## src/rtl/adder_mul_pkg.sv

```systemverilog
// Shared types and default width for the sequential shift-add multiplier.
package adder_mul_pkg;

    // Default operand width; product is twice this wide.
    localparam int MUL_N = 16;

    // Controller states: waiting for operands, shifting/adding, holding the result.
    typedef enum logic [1:0] {
        IDLE,
        RUN,
        DONE
    } mul_state_t;

endpackage

```

## src/rtl/Adder.sv

```systemverilog
// N-bit ripple-carry adder built from a chain of Full_Adder cells.
module Adder #(
    parameter int N = 16
) (
    input  logic [N-1:0] A,
    input  logic [N-1:0] B,
    input  logic         C_in,
    output logic [N-1:0] S,
    output logic         C_out
);

    // carry[i] feeds bit i; carry[N] is the final carry out.
    logic [N:0] carry;

    assign carry[0] = C_in;

    for (genvar i = 0; i < N; i++) begin : g_bit
        Full_Adder u_fa (
            .a    (A[i]),
            .b    (B[i]),
            .c_in (carry[i]),
            .s    (S[i]),
            .c_out(carry[i+1])
        );
    end

    assign C_out = carry[N];

endmodule

```

## src/rtl/Full_Adder.sv

```systemverilog
// One-bit full adder cell used to build the ripple-carry Adder.
module Full_Adder (
    input  logic a,
    input  logic b,
    input  logic c_in,
    output logic s,
    output logic c_out
);

    assign s     = a ^ b ^ c_in;
    assign c_out = (a & b) | (c_in & (a ^ b));

endmodule

```

## src/rtl/adder_mul_seq.sv

```systemverilog
// Sequential unsigned shift-add multiplier. One shared N-bit Adder performs
// one partial-product add per cycle; N cycles form the exact 2N-bit product.
module adder_mul_seq
    import adder_mul_pkg::*;
#(
    parameter int N = MUL_N
) (
    input  logic           clk,
    input  logic           rstn,
    input  logic           in_valid,
    output logic           in_ready,
    input  logic [N-1:0]   a_in,
    input  logic [N-1:0]   b_in,
    output logic           out_valid,
    input  logic           out_ready,
    output logic [2*N-1:0] product,
    output logic           busy
);

    localparam int             CNT_W = $clog2(N) + 1;
    localparam logic [CNT_W-1:0] LAST  = CNT_W'(N - 1);

    mul_state_t       state;
    logic [N-1:0]     m;      // multiplicand
    logic [N-1:0]     p;      // accumulator, high half of the product
    logic [N-1:0]     q;      // multiplier, shifted out as the low half fills in
    logic [CNT_W-1:0] cnt;

    logic [N-1:0]     add_b;
    logic [N-1:0]     sum;
    logic             add_cout;

    // Add the multiplicand only when the current multiplier bit is set.
    assign add_b = q[0] ? m : '0;

    Adder #(.N(N)) u_adder (
        .A    (p),
        .B    (add_b),
        .C_in (1'b0),
        .S    (sum),
        .C_out(add_cout)
    );

    // {P,Q} is the product once RUN completes; both halves are registers.
    assign product = {p, q};

    // Controller FSM with datapath registers and registered handshake outputs.
    always_ff @(posedge clk or negedge rstn) begin
        if (!rstn) begin
            // NOTE: data registers are reset too, so product reads 0 out of reset.
            state     <= IDLE;
            m         <= '0;
            p         <= '0;
            q         <= '0;
            cnt       <= '0;
            in_ready  <= 1'b1;
            out_valid <= 1'b0;
            busy      <= 1'b0;
        end else begin
            // NOTE: handshake outputs are set alongside the next state so they
            // never depend combinationally on inputs.
            case (state)
                IDLE: begin
                    if (in_valid) begin
                        m        <= a_in;
                        q        <= b_in;
                        p        <= '0;
                        cnt      <= '0;
                        state    <= RUN;
                        in_ready <= 1'b0;
                        busy     <= 1'b1;
                    end
                end
                RUN: begin
                    // Shift the sum right through P into Q; carry lands in P's MSB.
                    p   <= {add_cout, sum[N-1:1]};
                    q   <= {sum[0], q[N-1:1]};
                    cnt <= cnt + CNT_W'(1);
                    if (cnt == LAST) begin
                        state     <= DONE;
                        out_valid <= 1'b1;
                    end
                end
                DONE: begin
                    if (out_ready) begin
                        state     <= IDLE;
                        out_valid <= 1'b0;
                        busy      <= 1'b0;
                        in_ready  <= 1'b1;
                    end
                end
                default: begin
                    state     <= IDLE;
                    out_valid <= 1'b0;
                    busy      <= 1'b0;
                    in_ready  <= 1'b1;
                end
            endcase
        end
    end

endmodule

```

## config.mk

```make
export PLATFORM = sky130hd
export DESIGN_NAME = adder_mul_seq
export DESIGN_NICKNAME = d
export VERILOG_FILES = /design/src/rtl/adder_mul_pkg.sv /design/src/rtl/Adder.sv /design/src/rtl/Full_Adder.sv /design/src/rtl/adder_mul_seq.sv
export SDC_FILE = /design/constraint.sdc
export NUM_CORES = 1
export LEC_CHECK = 0
export CAP_MARGIN = 20
export CORE_ASPECT_RATIO = 0.6
export CORE_MARGIN = 8
export CORE_UTILIZATION = 50
export DETAILED_ROUTE_END_ITERATION = 16
export DONT_BUFFER_PORTS = 1
export PLACE_DENSITY = 0.74
export SYNTH_ARGS = -nofsm -noshare
export SYNTH_HDL_FRONTEND = slang
export SYNTH_SLANG_ARGS = --single-unit
```

## constraint.sdc

```tcl
create_clock -name clk -period 9.3 [get_ports clk]
set_input_delay 0.465 -clock clk [delete_from_list [all_inputs] [get_ports clk]]
set_output_delay 0.465 -clock clk [all_outputs]
set_load 0.1 [all_outputs]
```

==> summary.json, run 1 <==
{
  "status": "completed",
  "worstSetupPathType": "register to register",
  "place_inst": 345,
  "cts_hold_repair.buffers": 2,
  "synth_seq_area_share_pct": 46.2,
  "crit_buf_inv": 5,
  "detail_route.drc_violations": 0,
  "yosysWarnings": 0,
  "timing_max_transition_violations_final": 0,
  "cell_type_with_the_largest_total_area_after_synthesis": "sky130_fd_sc_hd__dfrtp_1",
  "grt_start_max_net_pins": 59,
  "worst-path-stages": 22,
  "final_cells": 364,
  "cts_tree": "done",
  "routed-wl-met2_mm": 3.14,
  "tritoncts.num_buffers": 9,
  "global_route.usage.total_pct": 15.3,
  "critical_path_required_time_ps": 9470,
  "wl_met3_um": 542,
  "routed-via-count": 2004,
  "antenna_found_initial": 0,
  "routability_driven_placement_congestion_ratio": 0.718,
  "finish.utilization_pct": 54.2,
  "clock_sink_count": 58,
  "cts_repair_resize_count": 0,
  "layout-drive-gt1-share_pct": 14.6,
  "cp_data_arrival_time_ps": 7440,
  "synth_simple_gate_area_share_pct": 11.0,
  "synthMostInstantiatedCell": "sky130_fd_sc_hd__dfrtp_1",
  "tightestPinTransition_ps": 1010,
  "clk_root_buffer_cell": "sky130_fd_sc_hd__clkbuf_8",
  "postRouteAntennaNets": 0,
  "floorplan.io_pins": 71,
  "clkTransAtPathRegs_ps": 70,
  "synth_fa_ha_area_share_pct": 10.7,
  "fmax_ghz": 0.137,
  "cpMaxStageDelayCell": "sky130_fd_sc_hd__dfrtp_1",
  "cts-root-to-sink-buffers": 2,
  "grt_setup_unrepaired": "false",
  "die_area_mm2": 0.00917,
  "setup_viol_count_final": 0,
  "antennaDiodeCount": 0,
  "critical_path.reg2reg.endpoint": "p[14]",
  "critPathMostFrequentCell": "sky130_fd_sc_hd__fa_1",
  "post_synth_most_frequent_cells": "sky130_fd_sc_hd__dfrtp_1 (57), sky130_fd_sc_hd__nand2_1 (37), sky130_fd_sc_hd__o21ai_0 (22), sky130_fd_sc_hd__inv_1 (19), sky130_fd_sc_hd__a21oi_1 (18)",
  "timing.critical_path.from": "p[0]",
  "cap_violations": 0,
  "coreArea_mm2": 0.00611,
  "drtPass1Iterations": 4,
  "share_of_the_synthesized_area_in_compound_gates_ao_oa_aoi_oai_pct": 14.8,
  "timing.critical_path.to": "p[14]",
  "synthCells": 294,
  "hold_class": "primary input to register",
  "vias_per_cell": 5.51,
  "std_cell_rows": 22,
  "finalWirelength_mm": 6.66,
  "synth_ff_type": "sky130_fd_sc_hd__dfrtp_1",
  "grt_pass1_vias": 2020,
  "die-width_um": 118,
  "count_of_different_cell_masters_after_synthesis": 31,
  "worstReg2RegStart": "p[0]",
  "worstSkewPairLatency_ps": 330,
  "top_layer_used": "met4",
  "clock-skew-final_ps": 4.42,
  "syn_to_final_growth_pct": 5.21,
  "cp_max_fo": 3,
  "final.setup.tns_ps": 0,
  "netlist_top_cells_area": "sky130_fd_sc_hd__dfrtp_1 (45%), sky130_fd_sc_hd__fa_1 (9.5%), sky130_fd_sc_hd__mux2_4 (4.8%)",
  "detailedRoute.firstIterationViolations": 151,
  "met1Wirelength_mm": 2.92,
  "setup.reg_to_reg.worst_slack_ps": 2030,
  "synth_top_area_share_pct": 45.3,
  "hpwlAfterDp_mm": 4.57,
  "synth-edff-count": 0,
  "worst_path_dominant_cell_family": "adder cells",
  "critPathMaxStageDelay_ps": 950,
  "routed_length_per_instance_um": 18.3,
  "slew-limit-headroom_pct": 32.8,
  "end_kind": "register",
  "grt_pass1_wl_mm": 11.1,
  "htree_num_levels": 3,
  "synth.ff_latch_count": 58,
  "crit_path_cell_trace": "ha_1, inv_1, fa_1, fa_1, fa_1, fa_1, fa_1, fa_1, inv_1, fa_1, inv_1, fa_1, fa_1, fa_1, fa_1, inv_1, fa_1, fa_1, fa_1, inv_1, fa_1, o22ai_1",
  "hold_viol_final": 0,
  "net_count_after_synthesis": 348,
  "start_kind": "register",
  "post_synth_instance_area_mm2": 0.00315,
  "synth.area.mux_share_pct": 7.28,
  "initial_core_util_pct": 51.5,
  "post-cts-setup-buffer-count": 0,
  "post-route-period-util_pct": 78.2,
  "depth_of_the_worst_register_to_register_path": 22,
  "async_flop_share_pct": 100,
  "postSynthAreaPerCell_um2": 10.7,
  "die_height_um": 77.5,
  "globalRoute.totalOverflow": 0,
  "i_o_buffers": 0,
  "finalCriticalPeriod_ps": 7270,
  "post_synth_xor_area_fraction_pct": 0,
  "nNetsFinal": 329,
  "largest_family_of_logic_cells_by_synthesized_area": "compound AO/OA/AOI/OAI gates"
}
-- flip-flops by register name, summed over array words and instances, names as in the netlist --
signal	cells
m	16
p	16
q	16
cnt	5
state	2
busy	1
in_ready	1
out_valid	1
-- layout make-up --
cell class / count / area (µm²)
Multi-Input combinational cell: 181 / 1380
Timing Repair Buffer: 6 / 87.6
Fill cell: 549 / 2800
Clock inverter: 6 / 80.1
Sequential cell: 58 / 1450
Inverter: 19 / 71.3
Clock buffer: 10 / 138
Tap cell: 84 / 105
-- worst min path at each step --
stage | start | to | slack, ps | cells after the start
after floorplan | rstn | busy | 170 | 0
after global placement | rstn | m[9] | 170 | 0
after detailed placement | rstn | p[9] | 170 | 0
after CTS | a_in[7] | m[7] | 250 | 1
after global routing | a_in[7] | m[7] | 240 | 1
final | a_in[7] | m[7] | 270 | 1
-- stage by stage --
step	setup slack [ps]	cell area, µm²	hold slack (ps)
finish	2030	3310	275
global route	1660	3310	239
CTS	1950	3280	255
detailed placement	1950	3030	171
global placement	2120	3030	171
floorplan	2070	3150	169
-- cells in the final DEF (no fill, tap or decap), types with 3 or more instances in the layout --
master	n
sky130_fd_sc_hd__nor2_1	4
sky130_fd_sc_hd__clkbuf_8	10
sky130_fd_sc_hd__o22ai_1	14
sky130_fd_sc_hd__mux2_4	10
sky130_fd_sc_hd__and2_1	5
sky130_fd_sc_hd__inv_1	19
sky130_fd_sc_hd__a21oi_1	18
sky130_fd_sc_hd__and2b_1	7
sky130_fd_sc_hd__mux2_2	7
sky130_fd_sc_hd__nor2b_1	10
sky130_fd_sc_hd__dfrtp_1	57
sky130_fd_sc_hd__a22oi_1	16
sky130_fd_sc_hd__o21ai_0	22
sky130_fd_sc_hd__fa_1	15
sky130_fd_sc_hd__buf_4	3
sky130_fd_sc_hd__ha_1	3
sky130_fd_sc_hd__nand2_1	37
sky130_fd_sc_hd__clkinv_2	4
-- cells by family (layout without fill, tap and decap cells) --
family / after synthesis / in the layout
flops: 58 / 58
fa+ha+maj: 18 / 18
compound gates: 77 / 77
buf+inv: 55 / 41
simple gates: 69 / 69
mux: 17 / 17
-- layer usage --
layer	up-vias	global-route usage, %
met2	53	22.7
met1	1001	19.0
met4	0	4.14
met5	-	0
met3	9	8.24
li1	941	-
Power of run 1 is left out: the tool's default activity adds up to more than one toggle a clock period on the data nets, which glitch-free logic cannot reach.
==> run 2, diff against run 1 <==
- clock period: 9.3 -> 7 ns (I/O delays scaled with it)
==> summary.json, run 2 (synthesis results as in run 1) <==
{
  "initial_core_util": {"value": 51.5, "unit": "%", "change": "unchanged"},
  "layout.filler_cells": {"value": 544, "change": "-0.91%"},
  "post-route-period-util": {"value": 93.8, "unit": "%", "change": "+16 points"},
  "hpwlAfterDp": {"value": 4.51, "unit": "mm", "change": "-1.4%"},
  "clock_sink_count": {"value": 58, "change": "unchanged"},
  "die_height": {"value": 77.5, "unit": "µm", "change": "unchanged"},
  "whs_path_depth": {"value": 1, "change": "unchanged"},
  "timing_max_transition_violations_final": {"value": 0, "change": "unchanged"},
  "cap_violations": {"value": 0, "change": "unchanged"},
  "worstSetupPathType": "register to register",
  "setup.reg_to_reg.worst_slack": {"value": 430, "unit": "ps", "change": "-1590 ps"},
  "detail_route.drc_violations": {"value": 0, "change": "unchanged"},
  "setup_viol_count_final": {"value": 0, "change": "unchanged"},
  "detailedRoute.firstIterationViolations": {"value": 100, "change": "-34%"},
  "crit_buf_inv": {"value": 5, "change": "unchanged"},
  "nNetsFinal": {"value": 334, "change": "+1.5%"},
  "grt_start_max_net_pins": {"value": 59, "change": "unchanged"},
  "end_kind": "register",
  "die-width": {"value": 118, "unit": "µm", "change": "unchanged"},
  "floorplan.io_pins": {"value": 71, "change": "unchanged"},
  "tightestPinTransition": {"value": 1010, "unit": "ps", "change": "-1.42 ps"},
  "clock-skew-final": {"value": 8.31, "unit": "ps", "change": "+3.89 ps"},
  "timing.critical_path.to": "p[14]",
  "hold_viol_final": {"value": 0, "change": "unchanged"},
  "coreArea": {"value": 0.00611, "unit": "mm²", "change": "unchanged"},
  "antenna_found_initial": {"value": 0, "change": "unchanged"},
  "std_cell_rows": {"value": 22, "change": "unchanged"},
  "routed-via-count": {"value": 2009, "change": "+0.25%"},
  "globalRoute.totalOverflow": {"value": 0, "change": "unchanged"},
  "grt_pass1_wl": {"value": 10.6, "unit": "mm", "change": "-4.9%"},
  "timing.critical_path.from": "q[0]",
  "critical_path.reg2reg.endpoint": "p[14]",
  "global_route.usage.total": {"value": 14.3, "unit": "%", "change": "-0.97 points"},
  "crit_path_cell_trace": "and2_1, ha_1, inv_1, fa_1, fa_1, fa_1, fa_1, fa_1, fa_1, inv_1, fa_1, inv_1, fa_1, fa_1, fa_2, fa_1, inv_1, fa_1, fa_1, fa_1, inv_1, fa_1, o22ai_1",
  "cp_max_fo": {"value": 3, "change": "unchanged"},
  "cp_data_arrival_time": {"value": 6730, "unit": "ps", "change": "-710 ps"},
  "worstReg2RegStart": "q[0]",
  "cpMaxStageDelayCell": "sky130_fd_sc_hd__fa_1",
  "depth_of_the_worst_register_to_register_path": {"value": 23, "change": "+4.5%"},
  "cts_tree": "done",
  "worst-path-stages": {"value": 23, "change": "+4.5%"},
  "hold_class": "primary input to register",
  "i_o_buffers": {"value": 0, "change": "unchanged"},
  "die_area": {"value": 0.00917, "unit": "mm²", "change": "unchanged"},
  "final.setup.tns": {"value": 0, "unit": "ps", "change": "unchanged"},
  "finish.utilization": {"value": 54.0, "unit": "%", "change": "-0.16 points"},
  "status": "completed",
  "routability_driven_placement_congestion_ratio": {"value": 0.745, "change": "+3.8%"},
  "slew-limit-headroom": {"value": 32.9, "unit": "%", "change": "+0.095 points"},
  "finalCriticalPeriod": {"value": 6570, "unit": "ps", "change": "-706 ps"},
  "grt_setup_unrepaired": "false",
  "place_inst": {"value": 350, "change": "+1.4%"},
  "clk_root_buffer_cell": "sky130_fd_sc_hd__clkbuf_8",
  "layout.cells.most_common": "sky130_fd_sc_hd__dfrtp_1",
  "worstSkewPairLatency": {"value": 330, "unit": "ps", "change": "about the same"},
  "worst_path_dominant_cell_family": "adder cells",
  "cts-root-to-sink-buffers": {"value": 2, "change": "unchanged"},
  "critPathMaxStageDelay": {"value": 500, "unit": "ps", "change": "-450 ps"},
  "regs_by_ff_count": "m (16), p (16), q (16)",
  "vias_per_cell": {"value": 5.46, "change": "-0.84%"},
  "fmax": {"value": 0.152, "unit": "GHz", "change": "+11%"},
  "critPathMostFrequentCell": "sky130_fd_sc_hd__fa_1",
  "final_cells": {"value": 368, "change": "+1.1%"},
  "antennaDiodeCount": {"value": 0, "change": "unchanged"},
  "layout-drive-gt1-share": {"value": 16.5, "unit": "%", "change": "+1.9 points"},
  "routed_length_per_instance": {"value": 17.6, "unit": "µm", "change": "-3.8%"},
  "mostFrequentLayoutCells": "sky130_fd_sc_hd__dfrtp_1 (56), sky130_fd_sc_hd__nand2_1 (37), sky130_fd_sc_hd__o21ai_0 (22)",
  "grt_pass1_vias": {"value": 1943, "change": "-3.8%"},
  "syn_to_final_growth_pct": 4.89,
  "finalWirelength": {"value": 6.48, "unit": "mm", "change": "-2.8%"},
  "critical_path_required_time": {"value": 7160, "unit": "ps", "change": "-2310 ps"},
  "tritoncts.num_buffers": {"value": 9, "change": "unchanged"},
  "clkTransAtPathRegs": {"value": 70, "unit": "ps", "change": "about the same"},
  "htree_num_levels": {"value": 3, "change": "unchanged"},
  "postRouteAntennaNets": {"value": 0, "change": "unchanged"},
  "start_kind": "register",
  "drtPass1Iterations": {"value": 5, "change": "+1"}
}
run 2: cell count changes in the layout (fill, tap and decap cells not counted), moves of 2 or more:
cell / change
sky130_fd_sc_hd__clkinv_2: -3
sky130_fd_sc_hd__bufinv_16: -2
sky130_fd_sc_hd__clkinvlp_4: +3
sky130_fd_sc_hd__buf_4: +5
run 2: cell type report:
type | instances | area (µm²) | area share [%]
inverter | 19 | 71.3 | 2.16
timing repair buffer | 11 | 113 | 3.41
tap | 84 | 105 | 3.18
sequential | 58 | 1450 | 44.0
clock buffer | 11 | 151 | 4.59
clock inverter | 4 | 27.5 | 0.834
multi-input combinational | 181 | 1380 | 41.8
run 2: what timing repair did:
action                                 CTS  global route
setup endpoints to repair                0             1
hold buffers                             2             0
endpoints found under the hold margin   58             0
buffers inserted                         0             0
gates resized for setup                  0             1
run 2: worst min path at each step:
stage / start / end / slack (ps)
after global routing: a_in[2] / m[2] / 140
after floorplan: rstn / busy / 50
after CTS: a_in[2] / m[2] / 140
after global placement: rstn / m[9] / 60
final: a_in[2] / m[2] / 160
after detailed placement: rstn / m[9] / 60
run 2: through the flow:
stage	hold WS (ps)	instance area, µm²	setup slack, ps
after floorplan	54.4	3150	30.8
after global placement	55.7	3070	455
after detailed placement	55.8	3070	337
after CTS	144	3280	329
after global routing	142	3300	36.7
final	161	3300	433
run 2: worst reg2reg max path: stages, from the launching register on:
cell	delay, ps
sky130_fd_sc_hd__dfrtp_2	370
sky130_fd_sc_hd__and2_1	120
sky130_fd_sc_hd__ha_1	140
sky130_fd_sc_hd__inv_1	50
sky130_fd_sc_hd__fa_1	410
sky130_fd_sc_hd__fa_1	420
sky130_fd_sc_hd__fa_1	420
sky130_fd_sc_hd__fa_1	420
sky130_fd_sc_hd__fa_1	430
sky130_fd_sc_hd__fa_1	390
sky130_fd_sc_hd__inv_1	80
sky130_fd_sc_hd__fa_1	160
sky130_fd_sc_hd__inv_1	60
sky130_fd_sc_hd__fa_1	410
sky130_fd_sc_hd__fa_1	450
sky130_fd_sc_hd__fa_2	380
sky130_fd_sc_hd__fa_1	400
sky130_fd_sc_hd__inv_1	80
sky130_fd_sc_hd__fa_1	190
sky130_fd_sc_hd__fa_1	200
sky130_fd_sc_hd__fa_1	170
sky130_fd_sc_hd__inv_1	60
sky130_fd_sc_hd__fa_1	500
sky130_fd_sc_hd__o22ai_1	80
run 2: routing by layer:
metal | track usage (%) | vias up | wire [µm]
met5 | 0 | - | 0
met4 | 4.14 | 0 | 31
met3 | 6.50 | 4 | 466
met2 | 20.3 | 48 | 2970
met1 | 19.2 | 1004 | 3010
li1 | - | 953 | -
Power of run 2 is left out for the same reason.
==> run 3, diff against run 2 <==
- BUFFER_PORTS_ARGS: unset -> -buffer_cell sky130_fd_sc_hd__buf_2
- DONT_BUFFER_PORTS: 1 -> unset
- PLACE_DENSITY: 0.74 -> 0.84
- clock period: 7 -> 7.97 ns (I/O delays scaled with it)
==> summary.json, run 3 (synthesis results as in run 1) <==
{
  "finalCriticalPeriod": {"value": 6790, "unit": "ps", "change": "+224 ps"},
  "regs_by_ff_count": "m (16), p (16), q (16)",
  "timing_max_transition_violations_final": {"value": 0, "change": "unchanged"},
  "nNetsFinal": {"value": 397, "change": "+19%"},
  "clock-skew-final": {"value": 8.36, "unit": "ps", "change": "+0.0505 ps"},
  "cp_data_arrival_time": {"value": 6960, "unit": "ps", "change": "+230 ps"},
  "globalRoute.totalOverflow": {"value": 0, "change": "unchanged"},
  "setup_viol_count_final": {"value": 0, "change": "unchanged"},
  "grt_setup_unrepaired": "false",
  "cts-root-to-sink-buffers": {"value": 2, "change": "unchanged"},
  "clock_sink_count": {"value": 58, "change": "unchanged"},
  "die_area": {"value": 0.00917, "unit": "mm²", "change": "unchanged"},
  "die-width": {"value": 118, "unit": "µm", "change": "unchanged"},
  "syn_to_final_growth_pct": 13.4,
  "i_o_buffers": {"value": 70, "change": "+70"},
  "die_height": {"value": 77.5, "unit": "µm", "change": "unchanged"},
  "cts_repair_resize_count": {"value": 0, "change": "unchanged"},
  "post-cts-setup-buffer-count": {"value": 0, "change": "unchanged"},
  "post-route-period-util": {"value": 85.2, "unit": "%", "change": "-8.6 points"},
  "critical_path_required_time": {"value": 8140, "unit": "ps", "change": "+980 ps"},
  "place_inst": {"value": 415, "change": "+19%"},
  "critPathMaxStageDelay": {"value": 510, "unit": "ps", "change": "about the same"},
  "grt_start_max_net_pins": {"value": 59, "change": "unchanged"},
  "antenna_found_initial": {"value": 0, "change": "unchanged"},
  "final_cells": {"value": 432, "change": "+17%"},
  "detail_route.drc_violations": {"value": 0, "change": "unchanged"},
  "layout.cells.most_common": "sky130_fd_sc_hd__buf_2",
  "routed-via-count": {"value": 2293, "change": "+14%"},
  "vias_per_cell": {"value": 5.31, "change": "-2.8%"},
  "cap_violations": {"value": 0, "change": "unchanged"},
  "critPathMostFrequentCell": "sky130_fd_sc_hd__fa_1",
  "end_kind": "register",
  "cts_hold_repair.buffers": {"value": 0, "change": "-2"},
  "floorplan.io_pins": {"value": 71, "change": "unchanged"},
  "status": "completed",
  "routed_length_per_instance": {"value": 16.5, "unit": "µm", "change": "-6.0%"},
  "crit_path_cell_trace": "buf_4, nand2_1, fa_1, fa_1, fa_1, fa_1, fa_1, fa_1, inv_1, fa_1, inv_1, fa_1, fa_1, fa_1, fa_1, inv_1, fa_1, fa_1, fa_1, inv_1, fa_1, o22ai_1",
  "fmax": {"value": 0.147, "unit": "GHz", "change": "-3.3%"},
  "hold_viol_final": {"value": 0, "change": "unchanged"},
  "clk_root_buffer_cell": "sky130_fd_sc_hd__clkbuf_8",
  "grt_pass1_vias": {"value": 2422, "change": "+25%"},
  "worst_path_dominant_cell_family": "adder cells",
  "antennaDiodeCount": {"value": 0, "change": "unchanged"},
  "layout.filler_cells": {"value": 542, "change": "-0.37%"},
  "cpMaxStageDelayCell": "sky130_fd_sc_hd__fa_1",
  "initial_core_util": {"value": 51.5, "unit": "%", "change": "unchanged"},
  "layout-drive-gt1-share": {"value": 31.6, "unit": "%", "change": "+15 points"},
  "htree_num_levels": {"value": 3, "change": "unchanged"},
  "cp_max_fo": {"value": 18, "change": "+15"},
  "drtPass1Iterations": {"value": 4, "change": "-1"},
  "routability_driven_placement_congestion_ratio": {"value": 0.844, "change": "+13%"},
  "hpwlAfterDp": {"value": 5.03, "unit": "mm", "change": "+12%"},
  "slew-limit-headroom": {"value": 30.2, "unit": "%", "change": "-2.6 points"},
  "mostFrequentLayoutCells": "sky130_fd_sc_hd__buf_2 (70), sky130_fd_sc_hd__dfrtp_1 (57), sky130_fd_sc_hd__nand2_1 (37)",
  "hold_class": "primary input to async pin",
  "final.setup.tns": {"value": 0, "unit": "ps", "change": "unchanged"},
  "postRouteAntennaNets": {"value": 0, "change": "unchanged"},
  "std_cell_rows": {"value": 22, "change": "unchanged"},
  "cts_tree": "done",
  "hold_slack": {"value": 202, "unit": "ps", "change": "+41.0 ps"},
  "tritoncts.num_buffers": {"value": 9, "change": "unchanged"},
  "detailedRoute.firstIterationViolations": {"value": 113, "change": "+13%"},
  "tightestPinTransition": {"value": 1040, "unit": "ps", "change": "+34.9 ps"},
  "crit_buf_inv": {"value": 5, "change": "unchanged"},
  "worstSetupPathType": "register to register",
  "finalWirelength": {"value": 7.15, "unit": "mm", "change": "+10%"},
  "start_kind": "register",
  "worstSkewPairLatency": {"value": 340, "unit": "ps", "change": "about the same"},
  "coreArea": {"value": 0.00611, "unit": "mm²", "change": "unchanged"},
  "clkTransAtPathRegs": {"value": 70, "unit": "ps", "change": "about the same"},
  "finish.utilization": {"value": 58.4, "unit": "%", "change": "+4.4 points"},
  "grt_pass1_wl": {"value": 12.1, "unit": "mm", "change": "+15%"},
  "global_route.usage.total": {"value": 16.2, "unit": "%", "change": "+1.9 points"}
}
[run 3: final timing paths]
path / startpoint / to / slack (ps) / cells after the start
max in group asynchronous: rstn / m[4] / 7280 / 2
hold reg to reg: m[0] / m[0] / 500 / 1
setup reg to reg: q[0] / p[14] / 1180 / 22
hold / removal: rstn / p[10] / 200 / 2
min in group clk: a_in[3] / m[3] / 290 / 2
setup / recovery: q[0] / p[14] / 1180 / 22
[run 3: per-layer routing]
metal	wire [µm]	vias to the layer above	global-route usage, %
met5	0	-	0
met4	137	0	7.53
met3	231	13	4.12
met2	3280	60	25.0
met1	3490	1143	21.2
li1	-	1077	-
[run 3: through the flow]
stage                     setup WS [ps]  instance area [µm²]
final                              1180                 3570
after global routing                918                 3570
after detailed placement           1190                 3380
after floorplan                     742                 3150
after global placement             1440                 3380
after CTS                          1160                 3550
[run 3: area by class of cell]
cell class | instances | area, µm² | area share [%]
clock inverters | 5 | 30.0 | 0.842
flip-flops and latches | 58 | 1450 | 40.7
well taps | 84 | 105 | 2.95
inverters | 19 | 71.3 | 2.00
multi-input cells | 181 | 1380 | 38.7
clock buffers | 11 | 141 | 3.96
repair buffers | 74 | 388 | 10.9
Power of run 3 is left out for the same reason.
